### config.mk
export PLATFORM = sky130hd
export DESIGN_NAME = mandelbrot_iter_flat
export DESIGN_NICKNAME = d
export VERILOG_FILES = /design/src/rtl/mandelbrot_iter_if.sv /design/src/rtl/mandelbrot_iter.sv /design/src/flat_wrapper.sv
export SDC_FILE = /design/constraint.sdc
export NUM_CORES = 1
export LEC_CHECK = 0
export ABC_CLOCK_PERIOD_IN_PS = 4800
export CAP_MARGIN = 20
export CORE_UTILIZATION = 48
export CTS_BUF_LIST = sky130_fd_sc_hd__clkbuf_2
export CTS_CLUSTER_DIAMETER = 50
export DETAILED_ROUTE_END_ITERATION = 10
export PLACE_DENSITY = 0.95
export SLEW_MARGIN = 30
export SYNTH_ARGS = -nofsm -noshare
export SYNTH_HDL_FRONTEND = slang
export SYNTH_SLANG_ARGS = --single-unit
### constraint.sdc
create_clock -name clk -period 4.8 [get_ports clk]
set_input_delay 0.72 -clock clk [delete_from_list [all_inputs] [get_ports clk]]
set_output_delay 0.72 -clock clk [all_outputs]
set_load 0.01 [all_outputs]
### src/rtl/mandelbrot_iter_if.sv
// Point-in / result-out handshake bundle for the Mandelbrot iteration engine.
// valid/ready: a transfer happens on a rising edge where both valid and ready are 1; the sender holds its payload stable while valid is 1 and ready is 0.
interface mandelbrot_iter_if #(
  parameter int WIDTH  = 8,
  parameter int ITER_W = 6
);
  logic              in_valid;
  logic              in_ready;
  logic [WIDTH-1:0]  in_cr;
  logic [WIDTH-1:0]  in_ci;
  logic [ITER_W-1:0] in_max_iter;
  logic              out_valid;
  logic              out_ready;
  logic [ITER_W-1:0] out_count;
  logic              out_escaped;

  modport master (
    output in_valid, in_cr, in_ci, in_max_iter, out_ready,
    input  in_ready, out_valid, out_count, out_escaped
  );

  modport slave (
    input  in_valid, in_cr, in_ci, in_max_iter, out_ready,
    output in_ready, out_valid, out_count, out_escaped
  );
endinterface

### src/rtl/mandelbrot_iter.sv
// Iterates z <= z^2 + c with an external step ALU until escape, overflow or the
// iteration limit, then holds the count until the consumer takes it.
module mandelbrot_iter #(
  parameter int WIDTH  = 8,
  parameter int ITER_W = 6
) (
  input  logic              clk,
  input  logic              rst,
  mandelbrot_iter_if.slave  bus,
  output logic [WIDTH-1:0]  alu_cr,
  output logic [WIDTH-1:0]  alu_ci,
  output logic [WIDTH-1:0]  alu_zr,
  output logic [WIDTH-1:0]  alu_zi,
  input  logic [WIDTH-1:0]  alu_zr_next,
  input  logic [WIDTH-1:0]  alu_zi_next,
  input  logic              alu_size,
  input  logic              alu_overflow,
  output logic [1:0]        state_dbg
);

  typedef enum logic [1:0] {
    IDLE = 2'd0,
    RUN  = 2'd1,
    DONE = 2'd2
  } state_t;

  localparam logic [ITER_W:0] ONE = {{ITER_W{1'b0}}, 1'b1};

  state_t            state;
  logic [ITER_W-1:0] max_iter;
  logic [ITER_W-1:0] iter;
  logic [ITER_W:0]   iter_inc;

  // One extra bit so the limit compare cannot alias when iter is all ones.
  assign iter_inc  = {1'b0, iter} + ONE;
  assign state_dbg = state;

  always_ff @(posedge clk or posedge rst) begin
    if (rst) begin
      state           <= IDLE;
      alu_cr          <= '0;
      alu_ci          <= '0;
      alu_zr          <= '0;
      alu_zi          <= '0;
      max_iter        <= '0;
      iter            <= '0;
      bus.in_ready    <= 1'b1;
      bus.out_valid   <= 1'b0;
      bus.out_count   <= '0;
      bus.out_escaped <= 1'b0;
    end else begin
      case (state)
        IDLE: begin
          if (bus.in_valid) begin
            alu_cr       <= bus.in_cr;
            alu_ci       <= bus.in_ci;
            max_iter     <= bus.in_max_iter;
            alu_zr       <= '0;
            alu_zi       <= '0;
            iter         <= '0;
            bus.in_ready <= 1'b0;
            state        <= RUN;
          end
        end
        RUN: begin
          if (max_iter == '0) begin
            state           <= DONE;
            bus.out_valid   <= 1'b1;
            bus.out_count   <= '0;
            bus.out_escaped <= 1'b0;
          end else if (alu_size || alu_overflow) begin
            state           <= DONE;
            bus.out_valid   <= 1'b1;
            bus.out_count   <= iter;
            bus.out_escaped <= 1'b1;
          end else if (iter_inc == {1'b0, max_iter}) begin
            state           <= DONE;
            bus.out_valid   <= 1'b1;
            bus.out_count   <= max_iter;
            bus.out_escaped <= 1'b0;
          end else begin
            alu_zr <= alu_zr_next;
            alu_zi <= alu_zi_next;
            iter   <= iter_inc[ITER_W-1:0];
          end
        end
        DONE: begin
          // in_ready rises with the handshake, so the next point waits one edge.
          if (bus.out_ready) begin
            state         <= IDLE;
            bus.out_valid <= 1'b0;
            bus.in_ready  <= 1'b1;
          end
        end
        default: begin
          state        <= IDLE;
          bus.in_ready <= 1'b1;
        end
      endcase
    end
  end

endmodule

### src/flat_wrapper.sv
// flat-port wrapper written by rule: the top's interface ports become plain ports
module mandelbrot_iter_flat 
#(
  parameter int WIDTH  = 8,
  parameter int ITER_W = 6
)
  (clk, rst, alu_cr, alu_ci, alu_zr, alu_zi, alu_zr_next, alu_zi_next, alu_size, alu_overflow, state_dbg, bus_in_valid, bus_in_cr, bus_in_ci, bus_in_max_iter, bus_out_ready, bus_in_ready, bus_out_valid, bus_out_count, bus_out_escaped);
  mandelbrot_iter_if #(.WIDTH(WIDTH), .ITER_W(ITER_W)) bus_i ();
  input  logic clk;
  input  logic rst;
  output logic [WIDTH-1:0] alu_cr;
  output logic [WIDTH-1:0] alu_ci;
  output logic [WIDTH-1:0] alu_zr;
  output logic [WIDTH-1:0] alu_zi;
  input  logic [WIDTH-1:0] alu_zr_next;
  input  logic [WIDTH-1:0] alu_zi_next;
  input  logic alu_size;
  input  logic alu_overflow;
  output logic [1:0] state_dbg;
  input wire logic [$bits(bus_i.in_valid)-1:0] bus_in_valid;
  input wire logic [$bits(bus_i.in_cr)-1:0] bus_in_cr;
  input wire logic [$bits(bus_i.in_ci)-1:0] bus_in_ci;
  input wire logic [$bits(bus_i.in_max_iter)-1:0] bus_in_max_iter;
  input wire logic [$bits(bus_i.out_ready)-1:0] bus_out_ready;
  output wire logic [$bits(bus_i.in_ready)-1:0] bus_in_ready;
  output wire logic [$bits(bus_i.out_valid)-1:0] bus_out_valid;
  output wire logic [$bits(bus_i.out_count)-1:0] bus_out_count;
  output wire logic [$bits(bus_i.out_escaped)-1:0] bus_out_escaped;
  assign bus_i.in_valid = bus_in_valid;
  assign bus_i.in_cr = bus_in_cr;
  assign bus_i.in_ci = bus_in_ci;
  assign bus_i.in_max_iter = bus_in_max_iter;
  assign bus_i.out_ready = bus_out_ready;
  assign bus_in_ready = bus_i.in_ready;
  assign bus_out_valid = bus_i.out_valid;
  assign bus_out_count = bus_i.out_count;
  assign bus_out_escaped = bus_i.out_escaped;
  mandelbrot_iter #(.WIDTH(WIDTH), .ITER_W(ITER_W)) u_core (.clk(clk), .rst(rst), .bus(bus_i), .alu_cr(alu_cr), .alu_ci(alu_ci), .alu_zr(alu_zr), .alu_zi(alu_zi), .alu_zr_next(alu_zr_next), .alu_zi_next(alu_zi_next), .alu_size(alu_size), .alu_overflow(alu_overflow), .state_dbg(state_dbg));
endmodule
==> results.md <==
- Outcome: finished clean
- Startpoint Class: flop
- Clk network pwr share: 15.1%
- Largest net degree at the start of global routing: 56
- WHS Path Cells: 2
- Total wire length: 5640 um
- Seq/Total Area, Yosys: 56.1%
- Cell Rows: 25
- Setup_tns: 0 ns
- Die Ht: 73.5 um
- GRT Residual Overflow: 0
- Min-delay src: u_core.bus.in_ready
- Hold Fails Final Rpt: 0
- Starting Density: 50.9%
- Max Buffers Root-to-Sink: 2
- WS Path Type: reg2reg
- Part of the power in combinational logic: 45.7%
- Critical R2R Capture: u_core.alu_zr[6]
- Sw frac: 34.1%
- Post-synthesis cell type count: 37
- DRC Markers: 0
- N_diodes: 0
- CTS tree: yes
- Power per cell area: 547 mW/mm^2
- Detailed-route wire length per cell: 16.1 um
- WHS Endpoint: u_core.bus.in_ready
- Total Power: 1.88 mW
- Latest clock arrival within the worst-skew pair: 0.45 ns
- Period utilisation layout: 63.3%
- 1st-iter DRT viols: 190
- Crit-path cells: ha_1, nand3_1, xnor2_1, nor4b_4, a21oi_2, and3_1, a22o_1
- CP required: 5.21 ns
- Crit. End Element: flop
- Flop pwr share: 39.3%
- Post-detail-place hpwl: 4000 um
- FMAX: 329 MHz
- Via count: 1951
- Synth Net Count: 248
- Max-slew headroom: 40.7%
- Arrival @ worst endpoint: 3.45 ns
- First-pass GRT wire length: 8940 um
- Num CTS Buffers: 5
- FF-to-FF setup slack: 1.76 ns
- Internal Pwr Total: 1.24 mW
- Total setup buffers inserted after CTS: 0
- Initial antenna violation count: 0
- CP peak stage delay: 0.68 ns
- Post-Syn Instances: 199
- CP bufs+invs: 0
- Register bit total from synthesis: 55
- Psw: 0.643 mW
- Worst Skew: 0.0157 ns
- Number of global-route vias before repair: 1965
- Tot GR Track Use: 21.8%
- Buffers on Ports: 86
- Die area: 0.00540 mm^2
- Mapped cell area: 0.00245 mm^2
- Grt met1 use: 26.9%
- Hold WC Path Type: reg2reg
- Hold_buf cts: 0
- Measured slew at the worst slew-check pin: 0.884 ns
- M3 GR Usage: 5.08%
- Core area: 0.00482 mm^2
- Clk slew on worst S/H paths: 0.26 ns
- Number of vias per cell: 5.56
- DRT Pass-1 Iters: 5
- I/O Pins: 87
- Nets: 332
- Multi-input gate area: 0.00100 mm^2
- Share of layout cells above drive strength 1: 13.4%
- Crit. path cell count: 7
- Register Area: 0.00138 mm^2
- R2R depth: 7
- Largest fanout on the critical path: 18
- Maximum capacitance violations: 0
- Ys Warns: 0
- Final ANT Viol Nets: 0
- Crit-path slowest cell: and3_1
- Most used routing layer: met2
- RD Place Congestion: 0.882
- RSZ-0062 raised after global routing: false
- M2 GR Usage: 37.5%
- Die W: 73.5 um
- Minimum clock period: 3.04 ns
- Fin. max-slew vios: 0
- Post-CTS sizing: 0
- Final setup vio count: 0
- Avg Inst Size Synth: 12.3 um^2
- Static Leak: 1.50 nW
- Root buf cell: clkbuf_2
- Synthesis-to-layout area growth: 40.3%
- Worst hold margin: 0.539 ns
- Htree depth: 2
- Top cell family by delay on the critical path: simple AND/OR/NAND/NOR gates
- # fillers: 367
- Worst reg2reg startpoint: u_core.iter[0]
- Worst ir drop on vdd: 0.356 mV
- TritonCTS Sinks: 55
[tightest hold or removal path, stage by stage, from the launching register on]
cell and delay, ns:
dfstp_2 0.43, o21ai_0 0.07, o21ai_0 0.08
[through the flow]
stage | util (%) | instance area [um^2] | worst slack, ns | std cells
CTS | 71.4 | 3440 | 1.84 | 351
global route | 71.5 | 3440 | 1.58 | 351
finish | 71.5 | 3440 | 1.76 | 351
detailed placement | 69.6 | 3350 | 1.51 | 343
floorplan | - | 2450 | 2.39 | 199
global placement | 69.5 | 3350 | 1.65 | 343
[Yosys cell counts]
library cell	n	area [um^2]
o21ai_2	1	8.76
nand2_1	16	60.1
a41oi_1	1	8.76
a31o_2	1	8.76
a21oi_2	1	8.76
a32o_1	1	10.0
a32oi_1	6	52.6
a311o_1	1	10.0
nor4_1	1	6.26
o311ai_0	1	8.76
and3_1	3	18.8
and2_1	1	6.26
dfstp_2	1	26.3
xnor2_1	7	61.3
nand3_1	2	10.0
inv_1	7	26.3
clkbuf_1	4	15.0
o22a_1	1	8.76
a21oi_1	4	20.0
buf_2	1	5.00
buf_6	2	22.5
o211ai_1	1	7.51
nand4b_1	2	17.5
a22o_1	17	149
buf_1	2	7.51
a41o_1	1	10.0
o21ai_0	14	70.1
nor4b_4	1	23.8
a211oi_1	1	7.51
o21bai_1	1	7.51
dfrtp_1	54	1350
nand2b_1	1	6.26
xor2_1	3	26.3
ha_1	5	62.6
a31oi_1	3	18.8
mux2_2	23	259
nor2_1	7	26.3
[sequential cells by signal, summed over array words and instances, names as in the netlist]
name                    cells
u_core.bus.in_ready         1
u_core.state_dbg            2
u_core.bus.out_escaped      1
u_core.alu_zr               8
u_core.alu_ci               8
u_core.max_iter             6
u_core.iter                 6
u_core.alu_cr               8
u_core.bus.out_count        6
u_core.bus.out_valid        1
u_core.alu_zi               8
[area by class of cell]
type,instances,area share [%]
sequential,55,40.0
multi-input combinational,128,29.1
clock inverter,2,1.74
clock buffer,6,0.872
tap,67,2.43
timing repair buffer,86,25.0
inverter,7,0.836
[cells in the final DEF (no fill, tap or decap), types with 2 or more instances in the layout]
cell type and instances:
o21ai_0 14, clkbuf_2 6, nor2_1 7, xnor2_1 7, a32oi_1 6, nand3_1 2, clkdlybuf4s50_1 86, dfrtp_1 54
a31oi_1 3, and3_1 3, nand2_1 15, ha_1 5, a21oi_1 4, inv_1 6, a22o_1 17, nand4b_1 2
mux2_2 23, bufinv_16 2, xor2_1 3
[routing by layer]
layer	vias up	part of all wire [%]
met3	13	7.4
met5	-	0
met4	0	1.7
met1	952	41
met2	90	50
li1	896	-
[how the worst max path moves through the flow]
stage                        start          endpoint  slack [ns]
floorplan           u_core.iter[0]  u_core.alu_zi[0]        2.39
global placement      bus_in_valid  u_core.alu_zr[3]        1.65
detailed placement    bus_in_valid  u_core.alu_zr[6]        1.51
CTS                 u_core.iter[0]  u_core.alu_zr[6]        1.84
global route        u_core.iter[0]  u_core.alu_zr[5]        1.58
finish              u_core.iter[0]  u_core.alu_zr[6]        1.76
[power by group through the flow]
stage	combinational, mW	clock (mW)	sequential, mW
4_1_cts	0.862	0.285	0.737
5_1_grt	0.929	0.301	0.759
3_5_place_dp	0.856	0	0.745
6_report	0.859	0.284	0.739
3_3_place_gp	0.826	0	0.734
2_1_floorplan	0.421	0	0.790
[cell families after synthesis]
group	Yosys count	share of synthesized area [%]
DFF	55	56.1
buffers and inverters	16	3.11
adders and majority gates	5	2.55
muxes	23	10.6
AOI/OAI and AO/OA	56	16.9
and+or+nand+nor	34	7.14
xor gates and xnor gates	10	3.57
Note: power is estimated with default switching activity, not from simulation.
